File: src/rtl/hit_miss_pkg.sv
`default_nettype none
// ============================================================================
//  Module      : hit_miss_pkg
//  Description : Shared types and constants for the hit-or-miss round
//                controller: FSM state encoding, field width, the token
//                value reported for a missed round, and a one-hot helper.
//  Revision    : 1.0 - initial release
// ============================================================================
package hit_miss_pkg;

  // Width of LED, switch, score and token fields
  localparam int DATA_W = 8;

  // Token fed back to the randomizer when a round is lost
  localparam logic [DATA_W-1:0] TOKEN_MISS = 8'hFF;

  // Round sequencing states
  typedef enum logic [2:0] {
    S_IDLE  = 3'd0,
    S_GAP   = 3'd1,
    S_SPAWN = 3'd2,
    S_ARM   = 3'd3,
    S_WAIT  = 3'd4,
    S_JUDGE = 3'd5,
    S_DONE  = 3'd6
  } state_e;

  // True when exactly one bit of v is set
  function automatic logic is_onehot(input logic [DATA_W-1:0] v);
    return (v != '0) && ((v & (v - DATA_W'(1))) == '0);
  endfunction

endpackage
`default_nettype wire

File: src/rtl/tick_prescaler.sv
`default_nettype none
// ============================================================================
//  Module      : tick_prescaler
//  Description : Divides the clock into reaction-time units. While enabled,
//                o_tick is high for one cycle out of every TICK_DIV cycles;
//                the first tick arrives TICK_DIV cycles after a clear.
//  Ports       : clk, rst    - clock and synchronous active-high reset
//                i_clr       - synchronous clear (wins over i_en)
//                i_en        - count enable
//                o_tick      - one-cycle tick, only while enabled
//  Revision    : 1.0 - initial release
// ============================================================================
module tick_prescaler #(
  parameter int TICK_DIV = 200_000
) (
  input  logic clk,
  input  logic rst,
  input  logic i_clr,
  input  logic i_en,
  output logic o_tick
);

  localparam logic [31:0] C_LAST = 32'(TICK_DIV - 1);

  logic [31:0] r_cnt;

  // The tick fires in the last cycle of each TICK_DIV-long period, so a
  // consumer counting ticks sees floor(k/TICK_DIV) during enabled cycle k.
  assign o_tick = i_en && (r_cnt == C_LAST);

  always_ff @(posedge clk) begin
    if (rst) begin
      r_cnt <= '0;
    end else if (i_clr) begin
      r_cnt <= '0;
    end else if (i_en) begin
      if (o_tick) begin
        r_cnt <= '0;
      end else begin
        r_cnt <= r_cnt + 32'd1;
      end
    end
  end

endmodule
`default_nettype wire

File: src/rtl/hit_miss_round_ctrl.sv
`default_nettype none
// ============================================================================
//  Module      : hit_miss_round_ctrl
//  Description : Sequences one game of the hit-or-miss LED game. Paces spawn
//                pulses to the LED randomizer, captures the lit target,
//                times the player's reaction on the switches, judges each
//                round and keeps the score. The last reaction time is fed
//                back to the randomizer as its token entropy input.
//  Ports       : clk, rst     - clock and synchronous active-high reset
//                start        - begin a new game (IDLE/DONE only)
//                sw           - debounced player switches
//                led_target   - randomizer LED output, expected one-hot
//                spawn        - one-cycle pulse to randomizer freq input
//                token        - last reaction time (FF after a miss)
//                score/misses - hits and misses this game
//                hit/miss     - one-cycle round result pulses
//                fault        - one-cycle pulse on a voided round
//                busy         - game in progress
//                game_over    - all rounds played
//  Revision    : 1.0 - initial release
// ============================================================================
module hit_miss_round_ctrl
  import hit_miss_pkg::*;
#(
  parameter int SPAWN_GAP  = 50_000_000,
  parameter int LIT_CYCLES = 50_000_000,
  parameter int TICK_DIV   = 200_000,
  parameter int ROUNDS     = 10
) (
  input  logic              clk,
  input  logic              rst,
  input  logic              start,
  input  logic [DATA_W-1:0] sw,
  input  logic [DATA_W-1:0] led_target,
  output logic              spawn,
  output logic [DATA_W-1:0] token,
  output logic [DATA_W-1:0] score,
  output logic [DATA_W-1:0] misses,
  output logic              hit,
  output logic              miss,
  output logic              fault,
  output logic              busy,
  output logic              game_over
);

  localparam logic [31:0]       C_GAP_LAST = 32'(SPAWN_GAP - 1);
  localparam logic [31:0]       C_WIN_LAST = 32'(LIT_CYCLES - 1);
  localparam logic [DATA_W-1:0] C_ROUNDS   = DATA_W'(ROUNDS);
  localparam logic [DATA_W-1:0] C_SAT      = '1;

  // --------------------------------------------------------------------------
  // State and datapath registers
  // --------------------------------------------------------------------------
  state_e            r_state;
  logic [31:0]       r_gap_cnt;
  logic [31:0]       r_win_cnt;
  logic [DATA_W-1:0] r_react;
  logic [DATA_W-1:0] r_target;
  logic [DATA_W-1:0] r_sw_q;
  logic [DATA_W-1:0] r_token;
  logic [DATA_W-1:0] r_score;
  logic [DATA_W-1:0] r_misses;
  logic [DATA_W-1:0] r_round;
  logic              r_fault;
  logic              r_last_hit;

  // --------------------------------------------------------------------------
  // Combinational decode
  // --------------------------------------------------------------------------
  logic [DATA_W-1:0] w_rise;
  logic              w_edge;
  logic              w_in_wait;
  logic              w_timeout;
  logic              w_decide;
  logic              w_is_hit;
  logic              w_tick;
  logic              w_presc_clr;

  // sw_q follows sw every cycle, so a switch already high when WAIT begins
  // produces no rise and cannot score.
  assign w_rise      = sw & ~r_sw_q;
  assign w_edge      = (w_rise != '0);
  assign w_in_wait   = (r_state == S_WAIT);
  assign w_timeout   = (r_win_cnt == C_WIN_LAST);
  // An edge in the final window cycle is judged as an edge, not a timeout.
  assign w_decide    = w_in_wait && (w_edge || w_timeout);
  // Multiple simultaneous rises never equal a one-hot target.
  assign w_is_hit    = w_edge && (w_rise == r_target);
  assign w_presc_clr = (r_state == S_ARM);

  // --------------------------------------------------------------------------
  // Reaction-time prescaler
  // --------------------------------------------------------------------------
  tick_prescaler #(
    .TICK_DIV (TICK_DIV)
  ) u_tick_prescaler (
    .clk    (clk),
    .rst    (rst),
    .i_clr  (w_presc_clr),
    .i_en   (w_in_wait),
    .o_tick (w_tick)
  );

  // --------------------------------------------------------------------------
  // Switch edge detector
  // --------------------------------------------------------------------------
  always_ff @(posedge clk) begin
    if (rst) begin
      r_sw_q <= '0;
    end else begin
      r_sw_q <= sw;
    end
  end

  // --------------------------------------------------------------------------
  // Gap counter: restarted on every entry into GAP
  // --------------------------------------------------------------------------
  always_ff @(posedge clk) begin
    if (rst) begin
      r_gap_cnt <= '0;
    end else if (r_state == S_GAP) begin
      r_gap_cnt <= r_gap_cnt + 32'd1;
    end else begin
      r_gap_cnt <= '0;
    end
  end

  // --------------------------------------------------------------------------
  // Window and reaction counters: cleared in ARM, run during WAIT
  // --------------------------------------------------------------------------
  always_ff @(posedge clk) begin
    if (rst) begin
      r_win_cnt <= '0;
      r_react   <= '0;
    end else if (r_state == S_ARM) begin
      r_win_cnt <= '0;
      r_react   <= '0;
    end else if (w_in_wait) begin
      r_win_cnt <= r_win_cnt + 32'd1;
      if (w_tick && (r_react != C_SAT)) begin
        r_react <= r_react + DATA_W'(1);
      end
    end
  end

  // --------------------------------------------------------------------------
  // Round FSM, target capture, scoring
  // --------------------------------------------------------------------------
  always_ff @(posedge clk) begin
    if (rst) begin
      r_state    <= S_IDLE;
      r_target   <= '0;
      r_token    <= '0;
      r_score    <= '0;
      r_misses   <= '0;
      r_round    <= '0;
      r_fault    <= 1'b0;
      r_last_hit <= 1'b0;
    end else begin
      r_fault <= 1'b0;
      case (r_state)
        S_IDLE, S_DONE: begin
          // token survives a restart so the randomizer keeps its entropy
          if (start) begin
            r_score  <= '0;
            r_misses <= '0;
            r_round  <= '0;
            r_state  <= S_GAP;
          end
        end

        S_GAP: begin
          if (r_gap_cnt == C_GAP_LAST) begin
            r_state <= S_SPAWN;
          end
        end

        S_SPAWN: begin
          r_state <= S_ARM;
        end

        S_ARM: begin
          // The randomizer LED is valid the cycle after spawn, i.e. now.
          r_target <= led_target;
          if (is_onehot(led_target)) begin
            r_state <= S_WAIT;
          end else begin
            // Voided round: the round counter is left untouched.
            r_fault <= 1'b1;
            r_state <= S_GAP;
          end
        end

        S_WAIT: begin
          // Scores update on entry to JUDGE so they change together with
          // the hit/miss pulse.
          if (w_decide) begin
            r_round    <= r_round + DATA_W'(1);
            r_last_hit <= w_is_hit;
            if (w_is_hit) begin
              r_score <= r_score + DATA_W'(1);
              r_token <= r_react;
            end else begin
              r_misses <= r_misses + DATA_W'(1);
              r_token  <= TOKEN_MISS;
            end
            r_state <= S_JUDGE;
          end
        end

        S_JUDGE: begin
          if (r_round == C_ROUNDS) begin
            r_state <= S_DONE;
          end else begin
            r_state <= S_GAP;
          end
        end

        default: begin
          r_state <= S_IDLE;
        end
      endcase
    end
  end

  // --------------------------------------------------------------------------
  // Outputs
  // --------------------------------------------------------------------------
  assign spawn     = (r_state == S_SPAWN);
  assign hit       = (r_state == S_JUDGE) && r_last_hit;
  assign miss      = (r_state == S_JUDGE) && !r_last_hit;
  assign fault     = r_fault;
  assign busy      = (r_state != S_IDLE) && (r_state != S_DONE);
  assign game_over = (r_state == S_DONE);
  assign token     = r_token;
  assign score     = r_score;
  assign misses    = r_misses;

endmodule
`default_nettype wire

File: config.mk
export PLATFORM = sky130hd
export DESIGN_NAME = hit_miss_round_ctrl
export DESIGN_NICKNAME = d
export VERILOG_FILES = /design/src/rtl/hit_miss_pkg.sv /design/src/rtl/tick_prescaler.sv /design/src/rtl/hit_miss_round_ctrl.sv
export SDC_FILE = /design/constraint.sdc
export NUM_CORES = 1
export LEC_CHECK = 0
export CELL_PAD_IN_SITES_DETAIL_PLACEMENT = 1
export CELL_PAD_IN_SITES_GLOBAL_PLACEMENT = 1
export CORE_ASPECT_RATIO = 1.2
export CORE_UTILIZATION = 30
export CTS_CLUSTER_SIZE = 30
export DETAILED_ROUTE_END_ITERATION = 10
export GPL_TIMING_DRIVEN = 0
export HOLD_SLACK_MARGIN = 0.03
export PLACE_DENSITY = 0.68
export SYNTH_ARGS = -nofsm -noshare
export SYNTH_HDL_FRONTEND = slang
export SYNTH_HIERARCHICAL = 1
export SYNTH_SLANG_ARGS = --single-unit
File: constraint.sdc
create_clock -name clk -period 6.9 [get_ports clk]
set_input_delay 1.725 -clock clk [delete_from_list [all_inputs] [get_ports clk]]
set_output_delay 1.725 -clock clk [all_outputs]
set_load 0.005 [all_outputs]
### Word level (Yosys, flattened, before mapping)

Index checks and enable logic that the tools add are counted.

| word-level totals | value |
|---|---|
| bits in registers | 157 |
| input bits | 19 |
| output and inout bits | 30 |
| word-level logic and storage cells | 88 |

| operators by class | value |
|---|---|
| add/subtract/negate cells | 8 |
| eq/ne operators | 18 |
| mux-type cells | 18 |
| bitwise logic cells | 5 |
| reductions and logical operators | 26 |

Operator list:

| cell | count |
|---|---|
| 32-bit by 1-bit adder with 32-bit output (second input constant) | 3 |
| 32-bit by 26-bit equality test with 1-bit output (second input constant) | 2 |
| 8-bit 2-to-1 mux | 7 |
| 8-bit one-hot mux with 2 select lines | 3 |
| 8-bit by 1-bit adder with 8-bit output (second input constant) | 4 |
| 32-bit by 18-bit equality test with 1-bit output (second input constant) | 1 |
| 32-bit 2-to-1 mux | 1 |
| 3-bit one-hot mux with 6 select lines | 1 |
| 8-bit AND | 2 |
| 8-bit nonzero test | 2 |
| 3-bit 2-to-1 mux | 5 |
| 3-bit equality test (second input constant) | 3 |
| 8-bit by 4-bit equality test with 1-bit output (second input constant) | 1 |
| 8-bit equality test | 1 |
| 1-bit logical AND | 8 |
| 8-bit logical NOT | 1 |
| 2-bit != test (second input constant) | 4 |
| 8-bit != test (second input constant) | 1 |
| 8-bit NOT | 1 |
| 4-bit AND reduction | 2 |
| 2-bit OR reduction | 4 |
| 8-bit by 1-bit subtractor with 8-bit output (second input constant) | 1 |
| 3-bit by 2-bit equality test with 1-bit output (second input constant) | 2 |
| 3-bit AND reduction | 2 |
| other kinds (11) | 13 |

### Logic depth before layout (Yosys ltp)

| depth | value |
|---|---|
| word-level depth | 7 |
| depth in mapped cells | 13 |
| depth with buffers taken out | 11 |

### Modules after synthesis

Netlist, hierarchy kept.

Modules (own cells, without submodules):

| module | times used | cells each | area an instance (µm²) | sequential area each (µm²) |
|---|---|---|---|---|
| hit_miss_round_ctrl | 1 | 660 | 5729.2 | 2502.4 |
| tick_prescaler | 1 | 185 | 1564.0 | 640.6 |

### Least setup slack after synthesis

No wires, ideal clock.

| timing path | value |
|---|---|
| path type | input to register |
| start point | in sw[6] |
| end point | reg r_misses[0] (netlist: misses[0]) |
| setup time | 71 ps |
| data arrival time | 3672 ps |
| required time | 6829 ps |
| setup slack | 3157 ps |
| cell stages on the path | 8 |
| path buffers | 2 |
| cell sequence | nor2b_1 -> or4_1 -> or3_1 -> o21ai_2 -> buf_6 -> clkbuf_1 -> o21ai_0 -> a21oi_1 |

| between the ends | value |
|---|---|
| longest elaborated chain between the ends | 6 |
| elaborated cells between the ends (all ways) | 9 |
| classes of those cells | eq/ne (3); bitwise (1); reduce/logical (5) |

Ends and longest elaborated chain:

| what | line | RTL |
|---|---|---|
| from (decl) | hit_miss_round_ctrl.sv:33 | `input logic [DATA_W-1:0] sw,` |
| 8-bit AND (*) | hit_miss_round_ctrl.sv:81 | `assign w_rise = sw & ~r_sw_q;` |
| 8-bit nonzero test | hit_miss_round_ctrl.sv:82 | `assign w_edge = (w_rise != '0);` |
| 1-bit logical OR | hit_miss_round_ctrl.sv:86 | `assign w_decide = w_in_wait && (w_edge \|\| w_timeout);` |
| 1-bit logical AND | hit_miss_round_ctrl.sv:86 |  |
| 2-bit != test (no source line) | n/a |  |
| 4-bit AND reduction (no source line) (*) | n/a |  |
| to (signal assigned) | hit_miss_round_ctrl.sv:204 | `r_misses <= r_misses + DATA_W'(1);` |
| to (decl) | hit_miss_round_ctrl.sv:62 | `logic [DATA_W-1:0] r_misses;` |

Mark *: on every way between the ends. The rest lies on a longest branch, timed or not.
A chain may end at the register's enable or synchronous reset.

### Worst setup path in the final report

| timing path | value |
|---|---|
| start point | in sw[6] |
| end point | reg r_round[2] |

| between the ends | value |
|---|---|
| longest elaborated chain between the ends | 6 |

Ends and longest elaborated chain:

| what | line | RTL |
|---|---|---|
| 8-bit AND | hit_miss_round_ctrl.sv:81 |  |
| 8-bit nonzero test | hit_miss_round_ctrl.sv:82 |  |
| 1-bit logical OR | hit_miss_round_ctrl.sv:86 |  |
| 1-bit logical AND | hit_miss_round_ctrl.sv:86 |  |
| 2-bit != test (no source line) | n/a |  |
| 3-bit AND reduction (no source line) | n/a |  |
| to (signal assigned) | hit_miss_round_ctrl.sv:198 | `r_round <= r_round + DATA_W'(1);` |
| to (decl) | hit_miss_round_ctrl.sv:63 | `logic [DATA_W-1:0] r_round;` |

Every way passes these cells.

==> flow_summary.ini <==
[grt]
maximum_number_of_pins_on_one_net_before_global_route_repair = 18
grt_remaining_overflow = 0
gr-usage-all-layers = 0.153
initial_antenna_violation_count = 0
first_global_vias = 6266
grt_pass1_wl_um = 30800

[synthesis]
synth_seq_area_share = 0.431
post-synth-top-area-cell = dfxtp_1
syn_nets = 872
synth-edff-count = 0
ys.flop_type = dfxtp_1
netlist-cell-type-count = 54
post_synthesis_register_bit_count = 157
post_synthesis_mean_instance_area_um2 = 8.63
synth.top_cells.by_area = dfxtp_1 43%, nor2_1 5.4%, xor2_1 5.3%
synth_area_mm2 = 0.00729
postSynth.asyncResetShare = 0
synthDominantCellAreaShare = 0.431
synth-warning-count = 6
post_synth_inst_count = 845

[clock_network]
clkSinkCount = 157
cts_tree = built
clock_latency_ps = 430
htreeDepth = 4
cts_root_buf = clkbuf_16
path_clk_slew_ps = 60
number_of_hold_buffers_added_after_cts = 0
cts_inserted_buffers = 17
clockBufferDepth = 2
cts.repair_timing.setup_buffer_count = 0
post_cts_resized = 0

[worst_setup_path]
critPathTopFamily = simple AND/OR/NAND/NOR gates
regToRegSetupSlack_ps = 3510
worstPathArrival_ps = 4540
critical-path-max-stage-delay_ps = 580
crit_required_ps = 7250
worst-setup-path-type = input port to flip-flop
crit_chain = clkdlybuf4s50_1, nor2b_1, or4_1, or3_1, o21ai_2, buf_6, clkbuf_1, o21ai_0, a21oi_1
crit-reg2reg-launch = r_state[1]$_SDFFE_PP0P_
critPathLaunchType = input port
critical-path-slowest-cell = or4_1
cp_num_buf_inv = 3
regToRegEndpoint = r_react[7]$_SDFFE_PP0P_
cp_max_fo = 10
timing.critical_path.to_type = flip-flop
r2r_cells = 12

[worst_hold_path]
timing.hold.worst_path_depth = 1
holdPathEnd = r_gap_cnt[0]$_SDFF_PP0_
hold_class = flip-flop to flip-flop
hold_path.startpoint = r_gap_cnt[0]$_SDFF_PP0_

[cells_and_area]
fraction_of_final_layout_cells_sized_beyond_drive_strength_1 = 0.0542
flow.area_growth_from_synthesis_pct = 19.8
num_antenna_cells = 0
nNetsFinal = 939
fillCellCount = 2851

[sta]
max_clock_freq_mhz = 238
setup_viol_count_final = 0
worstMarginPinSlew_ps = 942
final_max_slew_viol_count = 0
part_of_the_cycle_the_worst_path_needs = 0.608
fin_skew_ps = 12.0
max_slew_margin = 0.366
hold_violations = 0
fin_tns_setup_ps = 0
whs_ps = 472
grt_setup_unrepaired = no
finalWorstPathRequiredPeriod_ps = 4200

[route]
detailroute.via_count = 6312
initial_drc_count = 224
route.top_layer_used = met4
vias_per_cell = 5.08
routed_wl_um = 18300
antenna_left = 0
met3_wirelength_um = 256
first_pass_iters = 4
met2WireLength_um = 9020
wl_met1_um = 8740
drcViolationCount = 0
wl_per_cell_um = 14.7

[floorplan]
floorplan.initialDensity = 0.305
dieWidth_um = 144
total_die_area_mm2 = 0.0249
die_height_um = 173
boundaryPins = 49
rows = 62
core_region_area_mm2 = 0.0239

[outcome]
status = finished, final reports clean

[place]
estimated_wirelength_of_the_detail_placed_design_um = 13400
port_buffers = 48
globalplace.congestion = 0.772

[power_and_ir_drop]
finalPower_mw = 2.33
peakVddDrop_v = 0.000129
power.static_leakage_nw = 2.80
power_density_mw_per_mm2 = 266

[flow_run]
timing.max_cap.violations = 0
[per-layer routing]
layer	vias up	global-route usage
li1	3193	-
met3	20	0.0199
met4	0	0.0632
met5	-	0
met2	55	0.258
met1	3044	0.196
[cell type report]
type                    count  area, µm²  share of cell area
plain buffers              37        155              0.0178
inverters                  19       71.3             0.00817
clock buffers              21        470              0.0539
repair buffers             48        480              0.0550
well taps                 320        400              0.0458
flip-flops and latches    157       3140               0.360
clock inverters             9       90.1              0.0103
multi-input cells         632       3920               0.449
[registers in the layout (all words and copies together), names as in the netlist, 8 cells and up]
signal                  flops
misses                      8
r_gap_cnt                  32
r_react                     8
r_round                     8
r_sw_q                      8
r_target                    8
r_win_cnt                  32
score                       8
token                       8
u_tick_prescaler/r_cnt     32
[worst max path at each step]
stage	from	slack (ps)	to	cells after the start
after floorplan	sw[6]	3160	misses[0]$_SDFFE_PP0P_	8
after CTS	sw[6]	2750	r_round[2]$_SDFFE_PP0P_	9
after detailed placement	sw[6]	2340	misses[1]$_SDFFE_PP0P_	9
after global routing	sw[6]	2620	r_round[2]$_SDFFE_PP0P_	9
after global placement	sw[6]	2310	misses[0]$_SDFFE_PP0P_	9
final	sw[6]	2700	r_round[2]$_SDFFE_PP0P_	9
[report_power, final]
part / switching (mW) / internal, mW
logic: 0.259 / 0.173
registers: 0.0464 / 0.954
clock network: 0.374 / 0.522
total: 0.679 / 1.65
[through the flow]
| step | utilization | std cells | worst slack (ps) | cell area [µm²] |
|---|---|---|---|---|
| detailed placement | 0.342 | 1213 | 2340 | 8170 |
| floorplan | - | 845 | 3160 | 7290 |
| CTS | 0.366 | 1243 | 2750 | 8730 |
| global route | 0.366 | 1243 | 2620 | 8730 |
| finish | 0.366 | 1243 | 2700 | 8730 |
| global placement | 0.342 | 1213 | 2310 | 8170 |
[kinds of logic (layout without fill, tap and decap cells)]
group | count (synthesis) | in the layout | synth area share
simple gates | 398 | 398 | 0.295
flops | 157 | 157 | 0.431
compound gates | 135 | 135 | 0.118
xor+xnor | 81 | 81 | 0.0973
buf+inv | 56 | 134 | 0.0310
fa+ha+maj | 9 | 9 | 0.0151
mux | 9 | 9 | 0.0124
[layout by cell type, fill, tap and decap left out, types with 3 or more instances in the layout]
cell type / n
nand2_1: 61
o21ai_0: 26
a21oi_1: 52
xnor2_1: 37
nor3b_1: 3
nand2b_1: 3
o221a_2: 8
nor4_1: 22
xor2_1: 44
or4_1: 30
inv_1: 18
o31ai_1: 25
clkbuf_16: 17
nand3_1: 44
nor2b_1: 18
clkbuf_8: 3
nor2_1: 105
mux2i_1: 9
nand4b_1: 6
dfxtp_1: 157
nand4_1: 35
and3_1: 11
o31a_1: 3
clkinv_4: 4
nor3_1: 9
and4_1: 15
clkdlybuf4s50_1: 48
or3_1: 24
ha_1: 8
clkbuf_1: 35
[worst register-to-register path: cells and delay by family, from the launching register on]
kind / cells / cell delay [ps]
compound gates: 2 / 420
buf+inv: 3 / 710
simple gates: 7 / 1840
flops: 1 / 360
[synthesized netlist by cell type (22+ instances only)]
cell type,number
a21oi_1,52
clkbuf_1,34
dfxtp_1,157
nand2_1,61
nand3_1,44
nand4_1,35
nor2_1,105
nor4_1,22
o21ai_0,26
o31ai_1,25
or3_1,24
or4_1,30
xnor2_1,37
xor2_1,44
No activity file was read; power rests on OpenSTA's default activity.
